[config.mk]
export PLATFORM = sky130hd
export DESIGN_NAME = ysyx_24110006_axil_sram
export DESIGN_NICKNAME = d
export VERILOG_FILES = /design/src/rtl/ysyx_24110006_axil_pkg.sv /design/src/rtl/ysyx_24110006_axil_sram_delay_cnt.sv /design/src/rtl/ysyx_24110006_axil_sram.sv
export SDC_FILE = /design/constraint.sdc
export NUM_CORES = 1
export LEC_CHECK = 0
export BUFFER_PORTS_ARGS = -buffer_cell sky130_fd_sc_hd__buf_4
export CAP_MARGIN = 20
export CORE_ASPECT_RATIO = 1.25
export CORE_MARGIN = 5
export CORE_UTILIZATION = 50
export DETAILED_ROUTE_END_ITERATION = 8
export PLACE_DENSITY_LB_ADDON = 0.3
export SLEW_MARGIN = 20
export SYNTH_ARGS = -nofsm -noshare
export SYNTH_HDL_FRONTEND = slang
export SYNTH_SLANG_ARGS = --single-unit
[constraint.sdc]
create_clock -name i_clock -period 9.23 [get_ports i_clock]
set_input_delay 1.846 -clock i_clock [delete_from_list [all_inputs] [get_ports i_clock]]
set_output_delay 1.846 -clock i_clock [all_outputs]
set_load 0.005 [all_outputs]
[src/rtl/ysyx_24110006_axil_pkg.sv]
// Shared definitions for the AXI4-Lite SRAM front-end: response codes, FSM state
// encodings, LFSR seed and the mapped-region address check.
package ysyx_24110006_axil_pkg;

  localparam logic [1:0] RESP_OKAY   = 2'b00;
  localparam logic [1:0] RESP_DECERR = 2'b11;

  localparam logic [7:0] LFSR_SEED = 8'hA5;

  typedef enum logic [1:0] {
    R_IDLE,
    R_WAIT,
    R_ACCESS,
    R_RESP
  } rd_state_t;

  typedef enum logic [1:0] {
    W_IDLE,
    W_WAIT,
    W_ACCESS,
    W_RESP
  } wr_state_t;

  // 33-bit arithmetic so regions near the top of the address space cannot wrap.
  function automatic logic addr_in_range(input logic [31:0] addr,
                                         input logic [31:0] base,
                                         input logic [31:0] size);
    logic [32:0] w_off;
    w_off = {1'b0, addr} - {1'b0, base};
    return ({1'b0, addr} >= {1'b0, base}) && (w_off < {1'b0, size});
  endfunction

endpackage

[src/rtl/ysyx_24110006_axil_sram_delay_cnt.sv]
// 5-bit loadable down-counter used to time the wait state of each FSM.
// o_done flags the last wait cycle (count of 1).
module ysyx_24110006_delay_cnt (
  input  logic       i_clock,
  input  logic       i_reset,
  input  logic       i_load,
  input  logic [4:0] i_load_val,
  input  logic       i_en,
  output logic       o_done
);

  logic [4:0] r_cnt;

  always_ff @(posedge i_clock or posedge i_reset) begin
    if (i_reset) begin
      r_cnt <= '0;
    end else if (i_load) begin
      r_cnt <= i_load_val;
    end else if (i_en && (r_cnt != 5'd0)) begin
      r_cnt <= r_cnt - 5'd1;
    end
  end

  assign o_done = (r_cnt == 5'd1);

endmodule

[src/rtl/ysyx_24110006_axil_sram.sv]
// AXI4-Lite slave front-end for the DPI SRAM model with independent read/write FSMs.
// Define SRAM_RAND_DELAY_EN to add LFSR-driven extra latency on both channels.
module ysyx_24110006_axil_sram
  import ysyx_24110006_axil_pkg::*;
#(
  parameter int unsigned RD_LATENCY = 1,
  parameter int unsigned WR_LATENCY = 1,
  parameter logic [31:0] ADDR_BASE  = 32'h8000_0000,
  parameter logic [31:0] ADDR_SIZE  = 32'h0800_0000
) (
  input  logic        i_clock,
  input  logic        i_reset,
  input  logic        i_arvalid,
  output logic        o_arready,
  input  logic [31:0] i_araddr,
  output logic        o_rvalid,
  input  logic        i_rready,
  output logic [31:0] o_rdata,
  output logic [1:0]  o_rresp,
  input  logic        i_awvalid,
  output logic        o_awready,
  input  logic [31:0] i_awaddr,
  input  logic        i_wvalid,
  output logic        o_wready,
  input  logic [31:0] i_wdata,
  input  logic [3:0]  i_wstrb,
  output logic        o_bvalid,
  input  logic        i_bready,
  output logic [1:0]  o_bresp,
  output logic        o_sram_ren,
  output logic [31:0] o_sram_raddr,
  input  logic [31:0] i_sram_rdata,
  output logic        o_sram_wen,
  output logic [31:0] o_sram_waddr,
  output logic [31:0] o_sram_wdata,
  output logic [7:0]  o_sram_wmask
);

  localparam logic [4:0] RD_LAT5 = 5'(RD_LATENCY);
  localparam logic [4:0] WR_LAT5 = 5'(WR_LATENCY);

  rd_state_t   r_rd_state, w_rd_next;
  wr_state_t   r_wr_state, w_wr_next;

  logic [31:0] r_araddr;
  logic [31:0] r_rdata;
  logic [1:0]  r_rresp;
  logic        w_ar_hs;
  logic        w_rd_inrange;
  logic        w_rd_load;
  logic        w_rd_done;
  logic [4:0]  w_rd_load_val;

  logic        r_aw_held;
  logic        r_w_held;
  logic [31:0] r_awaddr;
  logic [31:0] r_wdata;
  logic [3:0]  r_wstrb;
  logic [1:0]  r_bresp;
  logic        w_aw_hs;
  logic        w_w_hs;
  logic        w_wr_both;
  logic        w_wr_inrange;
  logic        w_wr_load;
  logic        w_wr_done;
  logic [4:0]  w_wr_load_val;

`ifdef SRAM_RAND_DELAY_EN
  logic [7:0] r_lfsr;

  always_ff @(posedge i_clock or posedge i_reset) begin
    if (i_reset) begin
      r_lfsr <= LFSR_SEED;
    end else begin
      r_lfsr <= {r_lfsr[6:0], r_lfsr[7] ^ r_lfsr[5] ^ r_lfsr[4] ^ r_lfsr[3]};
    end
  end

  assign w_rd_load_val = RD_LAT5 + {2'b00, r_lfsr[2:0]};
  assign w_wr_load_val = WR_LAT5 + {2'b00, r_lfsr[5:3]};
`else
  assign w_rd_load_val = RD_LAT5;
  assign w_wr_load_val = WR_LAT5;
`endif

  // ---------------- read channel ----------------
  assign w_ar_hs      = i_arvalid && (r_rd_state == R_IDLE);
  assign w_rd_inrange = addr_in_range(r_araddr, ADDR_BASE, ADDR_SIZE);

  ysyx_24110006_delay_cnt u_rd_cnt (
    .i_clock    (i_clock),
    .i_reset    (i_reset),
    .i_load     (w_rd_load),
    .i_load_val (w_rd_load_val),
    .i_en       (r_rd_state == R_WAIT),
    .o_done     (w_rd_done)
  );

  always_ff @(posedge i_clock or posedge i_reset) begin
    if (i_reset) begin
      r_rd_state <= R_IDLE;
    end else begin
      r_rd_state <= w_rd_next;
    end
  end

  always_comb begin
    w_rd_next = r_rd_state;
    w_rd_load = 1'b0;
    case (r_rd_state)
      R_IDLE: begin
        if (i_arvalid) begin
          w_rd_load = 1'b1;
          w_rd_next = (w_rd_load_val == 5'd0) ? R_ACCESS : R_WAIT;
        end
      end
      R_WAIT:   if (w_rd_done) w_rd_next = R_ACCESS;
      R_ACCESS: w_rd_next = R_RESP;
      R_RESP:   if (i_rready) w_rd_next = R_IDLE;
      default:  w_rd_next = R_IDLE;
    endcase
  end

  always_ff @(posedge i_clock or posedge i_reset) begin
    if (i_reset) begin
      r_araddr <= '0;
      r_rdata  <= '0;
      r_rresp  <= RESP_OKAY;
    end else begin
      if (w_ar_hs) begin
        r_araddr <= i_araddr;
      end
      if (r_rd_state == R_ACCESS) begin
        r_rdata <= w_rd_inrange ? i_sram_rdata : '0;
        r_rresp <= w_rd_inrange ? RESP_OKAY : RESP_DECERR;
      end
    end
  end

  assign o_arready    = (r_rd_state == R_IDLE);
  assign o_rvalid     = (r_rd_state == R_RESP);
  assign o_rdata      = r_rdata;
  assign o_rresp      = r_rresp;
  assign o_sram_ren   = (r_rd_state == R_ACCESS) && w_rd_inrange;
  assign o_sram_raddr = r_araddr;

  // ---------------- write channel ----------------
  // AW and W are latched independently; the FSM leaves idle once both are held.
  assign o_awready    = (r_wr_state == W_IDLE) && !r_aw_held;
  assign o_wready     = (r_wr_state == W_IDLE) && !r_w_held;
  assign w_aw_hs      = i_awvalid && o_awready;
  assign w_w_hs       = i_wvalid && o_wready;
  assign w_wr_both    = (r_wr_state == W_IDLE) && r_aw_held && r_w_held;
  assign w_wr_inrange = addr_in_range(r_awaddr, ADDR_BASE, ADDR_SIZE);

  ysyx_24110006_delay_cnt u_wr_cnt (
    .i_clock    (i_clock),
    .i_reset    (i_reset),
    .i_load     (w_wr_load),
    .i_load_val (w_wr_load_val),
    .i_en       (r_wr_state == W_WAIT),
    .o_done     (w_wr_done)
  );

  always_ff @(posedge i_clock or posedge i_reset) begin
    if (i_reset) begin
      r_wr_state <= W_IDLE;
    end else begin
      r_wr_state <= w_wr_next;
    end
  end

  always_comb begin
    w_wr_next = r_wr_state;
    w_wr_load = 1'b0;
    case (r_wr_state)
      W_IDLE: begin
        if (r_aw_held && r_w_held) begin
          w_wr_load = 1'b1;
          w_wr_next = (w_wr_load_val == 5'd0) ? W_ACCESS : W_WAIT;
        end
      end
      W_WAIT:   if (w_wr_done) w_wr_next = W_ACCESS;
      W_ACCESS: w_wr_next = W_RESP;
      W_RESP:   if (i_bready) w_wr_next = W_IDLE;
      default:  w_wr_next = W_IDLE;
    endcase
  end

  always_ff @(posedge i_clock or posedge i_reset) begin
    if (i_reset) begin
      r_aw_held <= 1'b0;
      r_w_held  <= 1'b0;
      r_awaddr  <= '0;
      r_wdata   <= '0;
      r_wstrb   <= '0;
      r_bresp   <= RESP_OKAY;
    end else begin
      if (w_aw_hs) begin
        r_aw_held <= 1'b1;
        r_awaddr  <= i_awaddr;
      end
      if (w_w_hs) begin
        r_w_held <= 1'b1;
        r_wdata  <= i_wdata;
        r_wstrb  <= i_wstrb;
      end
      if (w_wr_both) begin
        r_aw_held <= 1'b0;
        r_w_held  <= 1'b0;
      end
      if (r_wr_state == W_ACCESS) begin
        r_bresp <= w_wr_inrange ? RESP_OKAY : RESP_DECERR;
      end
    end
  end

  assign o_bvalid     = (r_wr_state == W_RESP);
  assign o_bresp      = r_bresp;
  assign o_sram_wen   = (r_wr_state == W_ACCESS) && w_wr_inrange;
  assign o_sram_waddr = r_awaddr;
  assign o_sram_wdata = r_wdata;
  assign o_sram_wmask = {4'b0000, r_wstrb};

endmodule

# Word-level counts from Yosys, hierarchy flattened
# Index checks and enable logic that the tools add are counted.
classes:
  eq_ne: 14
  reduce_logical: 26
  n_addsub: 4
  mux: 23
  order_cmp: 4
ops:
  columns: ["cell", "count"]
  rows:
  - ["$lt A33 B28 Y1 const B", 2]
  - ["$sub A32 B32 Y33 const B", 2]
  - ["$ge A32 B32 Y1 const B", 2]
  - ["$mux W32", 1]
  - ["$mux W5", 4]
  - ["$mux W2", 8]
  - ["$pmux W2 S4", 2]
  - ["$logic_and A1 B1 Y1", 14]
  - ["$eq A5 B1 Y1 const B", 2]
  - ["$reduce_bool A5 Y1", 2]
  - ["$sub A5 B1 Y5 const B", 2]
  - ["$eq A2 B2 Y1 const B", 4]
  - ["$mux W1", 8]
  - ["$reduce_bool A2 Y1", 4]
  - ["$ne A2 B1 Y1 const B", 3]
  - ["$ne A2 B2 Y1 const B", 3]
  - ["$reduce_and A3 Y1", 2]
  - ["$eq A2 B1 Y1 const B", 2]
  - ["$logic_not A2 Y1", 2]
  - ["$logic_not A1 Y1", 2]
totals:
  output_inout_bits: 147
  regBits: 152

# Longest topological paths before layout
# Gate-level depths: netlist of the first run.
logic_depth:
  word_depth: 5
  depth_mapped: 6
  mapped_depth_nobuf: 5

# Modules after synthesis
# A second synthesis of the first run with hierarchy kept.
unflattened:
  cells_unflattened: 415
  area_unflattened_um2: 6219.7
modules_own_cells:
  columns: ["mod", "seq_area_each_um2", "cells_each", "area_each_um2", "n_inst"]
  rows:
  - ["ysyx_24110006_axil_sram", 3503.4, 343, 5536.6, 1]
  - ["ysyx_24110006_delay_cnt", 125.1, 36, 341.6, 2]

# Worst setup path before layout of the first run
# No wires, ideal clock.
synth_path:
  path_kind: "register to output"
  startpoint: "register r_rd_state[0]"
  endpoint: "output o_sram_ren"
  required_time_ns: 7.384
  path_buffers: 2
  path_stages_with_launch: 6
  arrival_time_ns: 1.291
  path_slack_ns: 6.093
  path_cell_list: "dfrtp_1 -> inv_1 -> ha_1 -> and3_1 -> clkbuf_1 -> clkbuf_1"
synth_between:
  elab_chain_len: 2
synth_rtl:
  columns: ["element", "line_no", "text"]
  rows:
  - ["from (decl)", "ysyx_24110006_axil_sram.sv:42", "rd_state_t r_rd_state, w_rd_next;"]
  - ["from (signal assigned)", "ysyx_24110006_axil_sram.sv:103", "r_rd_state <= w_rd_next;"]
  - ["$eq A2 B2 Y1", "ysyx_24110006_axil_sram.sv:144", "assign o_sram_ren = (r_rd_state == R_ACCESS) && w_rd_inrange;"]
  - ["$logic_and A1 B1 Y1", "ysyx_24110006_axil_sram.sv:144", null]
  - ["to (decl)", "ysyx_24110006_axil_sram.sv:30", "output logic o_sram_ren,"]
# Every way passes these cells.

# Final worst setup path of the first run
layout_path:
  startpoint: "register r_wr_state[0]"
  endpoint: "output o_awready"
layout_between:
  elab_chain_len: 2
layout_rtl:
  columns: ["element", "line_no", "text"]
  rows:
  - ["from (decl)", "ysyx_24110006_axil_sram.sv:43", "wr_state_t r_wr_state, w_wr_next;"]
  - ["from (signal assigned)", "ysyx_24110006_axil_sram.sv:169", "r_wr_state <= w_wr_next;"]
  - ["$logic_not A2 Y1", "ysyx_24110006_axil_sram.sv:149", "assign o_awready = (r_wr_state == W_IDLE) && !r_aw_held;"]
  - ["$logic_and A1 B1 Y1", "ysyx_24110006_axil_sram.sv:149", null]
  - ["to (decl)", "ysyx_24110006_axil_sram.sv:21", "output logic o_awready,"]
# Every way passes these cells.

==> impl_metrics.toml, run 1 <==
[drt]
wl_per_cell_um = 18.8
drt_iter0_drc = 141
drtAntennaViolNets = 0
drc_errors = 0
routed_wl_um = 16100
vias = 4372
drt_first_pass_iters = 5
viasPerCell = 5.10

[flow_run]
max_cap_viol_count = 0

[power_and_ir_drop]
ir_worst_vdd_mv = 0.180
power.density_mw_per_mm2 = 238
p_leak_nw = 4.78

[sta]
min_period_ns = 3.45
hold_ws_ns = 0.504
finalSetupViolations = 0
finalHoldViolations = 0
rsz0062_at_grt = "false"
drv_slew = 0
max-slew-margin-rel = 0.472
fin_skew_ns = 0.00741
tightest_slew_ns = 0.791
post-route-period-util = 0.374
fmax_mhz = 290
tns_ns = 0

[floorplan]
die-area_sq_mm = 0.0141
core_area_sq_mm = 0.0116
die_y_um = 131
fp-row-count = 44
die_x_um = 107
ios = 286
start_util = 0.508

[logic_synthesis]
synth_cells = 400
yosysSeqAreaShare = 0.637
synth-seq-cells = 150
synth_area_per_cell_sq_um = 14.7
synth.distinct_cells = 30
synth-warning-count = 0
syn_area_sq_mm = 0.00590

[layout]
final_nets = 838
final_util = 0.760
area_growth_pct = 49.7
drive_above_1_share = 0.605
num_antenna_cells = 0

[setup_path]
timing.rr.start = "u_wr_cnt.r_cnt[1]$_DFFE_PP0P_"
critPathKind = "reg2out"
cp-end-kind = "output pin"
r2r_cells = 5
crit_start = "r_wr_state[0]$_DFFE_PP0P_"
reg2reg_to = "r_wr_state[1]$_DFFE_PP0P_"
crit_path_max_fanout = 6
timing.critical_path.from_type = "flop"
cp.arrival_ns = 1.61
r2r_slack_ns = 7.22
required_ns = 7.38

[clock_network]
clk_pin_slew_ns = 0.05
h-tree-depth = 4
clock_latency_ns = 0.41
cts.sinks = 150
cts_resized = 0
cts_tree = "yes"
hold_buffers = 0
cts_buffers = 17
post_cts_buffers = 0
clockRootBuffer = "clkbuf_16"
cts_max_path_buffers = 2

[global_routing]
grt_antenna_before_repair = 0
met1_usage = 0.255
busiest_layer = "met2"
grt-ovfl-total = 0
track_usage = 0.235
grt_max_degree = 90
grtUsageMet3 = 0.0922
grt_use_met2 = 0.406
grt_pass1_vias = 4930
grt_pass1_wl_um = 25600

[placement]
place_congestion = 0.793
port_buffers = 281
hpwl_um = 12100

[worst_hold_path]
hp-start = "o_sram_wdata[18]$_DFFE_PP0P_"
holdPathStages = 1
whs_endpoint = "o_sram_wdata[18]$_DFFE_PP0P_"
hold_class = "reg2reg"

[run_status]
status = "completed"
## where the power goes
| group | leakage, nW | switching, mW | internal, mW |
|---|---|---|---|
| Combinational | 2.47 | 0.200 | 0.298 |
| Sequential | 1.99 | 0.0746 | 0.769 |
| Clock | 0.314 | 0.253 | 0.505 |
| Total | 4.78 | 0.527 | 1.57 |
## how the worst max path moves through the flow
stage / endpoint / slack [ns] / depth (start not counted)
3_5_place_dp: o_sram_raddr[22]$_DFFE_PP0P_ / 5.83 / 3
4_1_cts: o_awready / 5.75 / 4
3_3_place_gp: o_sram_raddr[24]$_DFFE_PP0P_ / 5.89 / 3
6_report: o_awready / 5.78 / 4
5_1_grt: o_wready / 5.61 / 4
2_1_floorplan: o_bresp[0]$_DFFE_PP0P_ / 3.35 / 1
## state kept, by name, indices dropped and copies added (netlist names), 2 cells and up
signal	flops
o_rdata	32
o_sram_raddr	32
o_sram_waddr	32
o_sram_wdata	32
r_rd_state	2
r_wr_state	2
r_wstrb	4
u_rd_cnt.r_cnt	5
u_wr_cnt.r_cnt	5
## metal layers
metal | share of wire | vias up
met5 | 0 | -
met4 | 0.026 | 0
met3 | 0.095 | 29
met2 | 0.53 | 206
met1 | 0.35 | 2147
li1 | - | 1990
## synth_stat cells
master      n  area (sq um)
a21oi_1     6          30.0
a222oi_1    2          20.0
a22o_1     32           280
and2_1      1          6.26
and3_1      7          43.8
buf_1       4          15.0
buf_2       4          20.0
buf_4       6          45.0
clkbuf_1    9          33.8
conb_1      1          3.75
dfrtp_1   150          3750
ha_1       13           163
inv_1      13          48.8
mux2_1      1          11.3
mux2_2    101          1140
mux2i_1     4          40.0
nand2_1    15          56.3
nand2b_1    2          12.5
nand3_1     3          15.0
nor2_1      8          30.0
nor2b_1     2          12.5
nor3_1      4          20.0
nor4_1      2          12.5
o21ai_0     2          10.0
o311a_1     1          10.0
o311a_2     1          11.3
or3_1       1          6.26
or3_2       1          7.51
or4b_1      2          20.0
or4b_2      2          20.0
## worst max-delay path, cell delays in order, from the launching register on
cell	delay (ns)
dfrtp_1	0.40
inv_1	0.14
ha_1	0.28
nor2b_1	0.23
buf_4	0.15
## cells by family after synthesis
| group | share of synthesized area |
|---|---|
| other cells | 0.000636 |
| buf+inv | 0.0276 |
| compound gates | 0.0613 |
| simple gates | 0.0446 |
| flops | 0.637 |
| fa+ha+maj | 0.0276 |
| mux | 0.202 |
## placed cells by master, fill, tap and decap left out, types with 2 or more instances in the layout
cell | synthesis | routed
nor2_1 | 8 | 8
ha_1 | 13 | 13
o21ai_0 | 2 | 2
a22o_1 | 32 | 32
or4b_1 | 2 | 2
nand2_1 | 15 | 15
clkbuf_8 | 0 | 4
bufinv_16 | 0 | 5
dfrtp_1 | 150 | 150
a222oi_1 | 2 | 2
inv_1 | 13 | 11
nand3_1 | 3 | 3
nand2b_1 | 2 | 2
clkinvlp_4 | 0 | 2
or4b_2 | 2 | 2
nor4_1 | 2 | 2
nor2b_1 | 2 | 2
clkbuf_16 | 0 | 17
buf_4 | 6 | 286
and3_1 | 7 | 7
a21oi_1 | 6 | 6
conb_1 | 1 | 4
mux2_2 | 101 | 101
nor3_1 | 4 | 4
mux2i_1 | 4 | 4
## stage by stage
step	worst slack (ns)	total power [mW]	area, sq um	cells
floorplan	3.35	1.06	5910	403
global placement	5.89	1.32	8150	827
detailed placement	5.83	1.34	8150	827
CTS	5.75	2.10	8800	857
global route	5.61	2.20	8830	858
finish	5.78	2.10	8830	858
## final cells by class
class | count | area [sq um]
fillers | 758 | 2790
clock inverters | 8 | 170
flip-flops and latches | 150 | 3750
inverters | 13 | 53.8
well taps | 161 | 201
multi-input cells | 217 | 1990
repair buffers | 287 | 2170
clock buffers | 22 | 484
(Power assumes the default switching activity.)
==> run 2: changes to the inputs <==
Settings changed: CORE_UTILIZATION 50 to 42.
Clock period 9.23 ns to 2.9 ns, I/O delays scaled along.
==> run 2 against run 1 <==
  * First-iteration DRC count is 35% higher
  * Via count unchanged
  * Combinational power increased to 3.1 times the previous value
  * Critical path depth stayed put
  * Non-clock buffer count unchanged
  * Sequential share of layout area is 0.16 points lower
==> impl_metrics.toml, run 2 (synthesized netlist as in run 1, its figures left out) <==
[run_status]
status = "completed"

[clock_network]
cts_buffers = 17
cts_tree = "yes"
cts_max_path_buffers = 2
hold_buffers = 0
post_cts_buffers = 0
cts_resized = 0
h-tree-depth = 4
clockRootBuffer = "clkbuf_16"
clock_latency_ns = 0.41
cts.sinks = 150
clk_pin_slew_ns = 0.06

[drt]
routed_wl_um = 15700
drt_first_pass_iters = 4
drtAntennaViolNets = 0
viasPerCell = 5.00
vias = 4372
drc_errors = 0
wl_per_cell_um = 17.9
drt_iter0_drc = 190

[setup_path]
cp-end-kind = "flop"
reg2reg_to = "o_rdata[22]$_DFFE_PP0P_"
cp.arrival_ns = 2.54
r2r_cells = 4
r2r_slack_ns = 0.65
crit_start = "r_rd_state[0]$_DFFE_PP0P_"
crit_path_max_fanout = 32
critPathKind = "reg2reg"
required_ns = 3.19
timing.rr.start = "r_rd_state[0]$_DFFE_PP0P_"
timing.critical_path.from_type = "flop"

[floorplan]
ios = 286
die_y_um = 142
start_util = 0.427
die-area_sq_mm = 0.0165
fp-row-count = 48
die_x_um = 116
core_area_sq_mm = 0.0138

[layout]
final_nets = 838
mostFrequentLayoutCells = "buf_4, dfrtp_1, mux2_2"
num_antenna_cells = 0
area_growth_pct = 50.3
final_common_cell = "buf_4"
drive_above_1_share = 0.608

[sta]
rsz0062_at_grt = "false"
hold_ws_ns = 0.302
drv_slew = 0
tns_ns = 0
fmax_mhz = 445
post-route-period-util = 0.774
finalHoldViolations = 0
finalSetupViolations = 0
tightest_slew_ns = 1.02
min_period_ns = 2.25
max-slew-margin-rel = 0.317
fin_skew_ns = 0.00762

[power_and_ir_drop]
power.share.switching = 0.253
seqPwrFrac = 0.406
power.internal_mw = 4.94
comb_power_share = 0.231
power.density_mw_per_mm2 = 746
clkPwrFrac = 0.363
p_leak_nw = 4.79
ir_worst_vdd_mv = 0.521
power.switching_mw = 1.67

[global_routing]
grt_max_degree = 81
grt-ovfl-total = 0
grt_antenna_before_repair = 0
track_usage = 0.188
grt_pass1_vias = 4678
grt_pass1_wl_um = 24100

[placement]
place_congestion = 0.763
port_buffers = 281
hpwl_um = 11900

[worst_hold_path]
hold_class = "in2async"

[flow_run]
max_cap_viol_count = 0
-- run 2: worst max-delay path by stage --
stage	cells past startpoint	end	slack [ns]
floorplan	1	o_bresp[0]$_DFFE_PP0P_	0.43
detailed placement	5	o_sram_raddr[23]$_DFFE_PP0P_	0.85
finish	4	o_rdata[22]$_DFFE_PP0P_	0.65
global placement	5	o_sram_raddr[18]$_DFFE_PP0P_	0.95
CTS	4	o_wready	0.74
global route	4	o_rdata[22]$_DFFE_PP0P_	0.45
-- run 2: routing by layer --
metal,share of wire,global-route usage,up-vias
met5,0,0,-
met4,0.027,0.0739,0
met3,0.10,0.0672,33
met2,0.51,0.315,216
met1,0.36,0.219,2141
li1,-,-,1982
-- run 2: final cells by class --
class                           count  area (sq um)
Fill cell                        1048          4950
Inverter                           13          52.6
Multi-Input combinational cell    217          1990
Timing Repair Buffer              287          2190
Clock buffer                       19           453
Tap cell                          175           219
Sequential cell                   150          3750
Clock inverter                     13           200
-- run 2: power by group through the flow --
| stage | sequential [mW] | combinational [mW] | clock [mW] |
|---|---|---|---|
| after floorplan | 2.70 | 0.688 | 0 |
| after CTS | 2.68 | 1.56 | 2.46 |
| after detailed placement | 2.71 | 1.56 | 0 |
| final | 2.68 | 1.53 | 2.40 |
| after global routing | 2.73 | 1.68 | 2.55 |
| after global placement | 2.70 | 1.50 | 0 |
-- run 2: per-stage QoR --
step / total power, mW / instances / setup slack, ns / util / cell area, sq um
2_1_floorplan: 3.38 / 403 / 0.431 / - / 5910
3_3_place_gp: 4.20 / 842 / 0.950 / 0.594 / 8210
3_5_place_dp: 4.27 / 842 / 0.849 / 0.594 / 8210
4_1_cts: 6.70 / 874 / 0.742 / 0.641 / 8860
5_1_grt: 6.96 / 874 / 0.449 / 0.641 / 8860
6_report: 6.61 / 874 / 0.654 / 0.641 / 8860
-- run 2: critical path: stages (launching register included) --
cell and delay [ns]:
dfrtp_1 0.40, inv_1 0.12, ha_1 0.25, clkinv_1 0.83, a22o_1 0.52
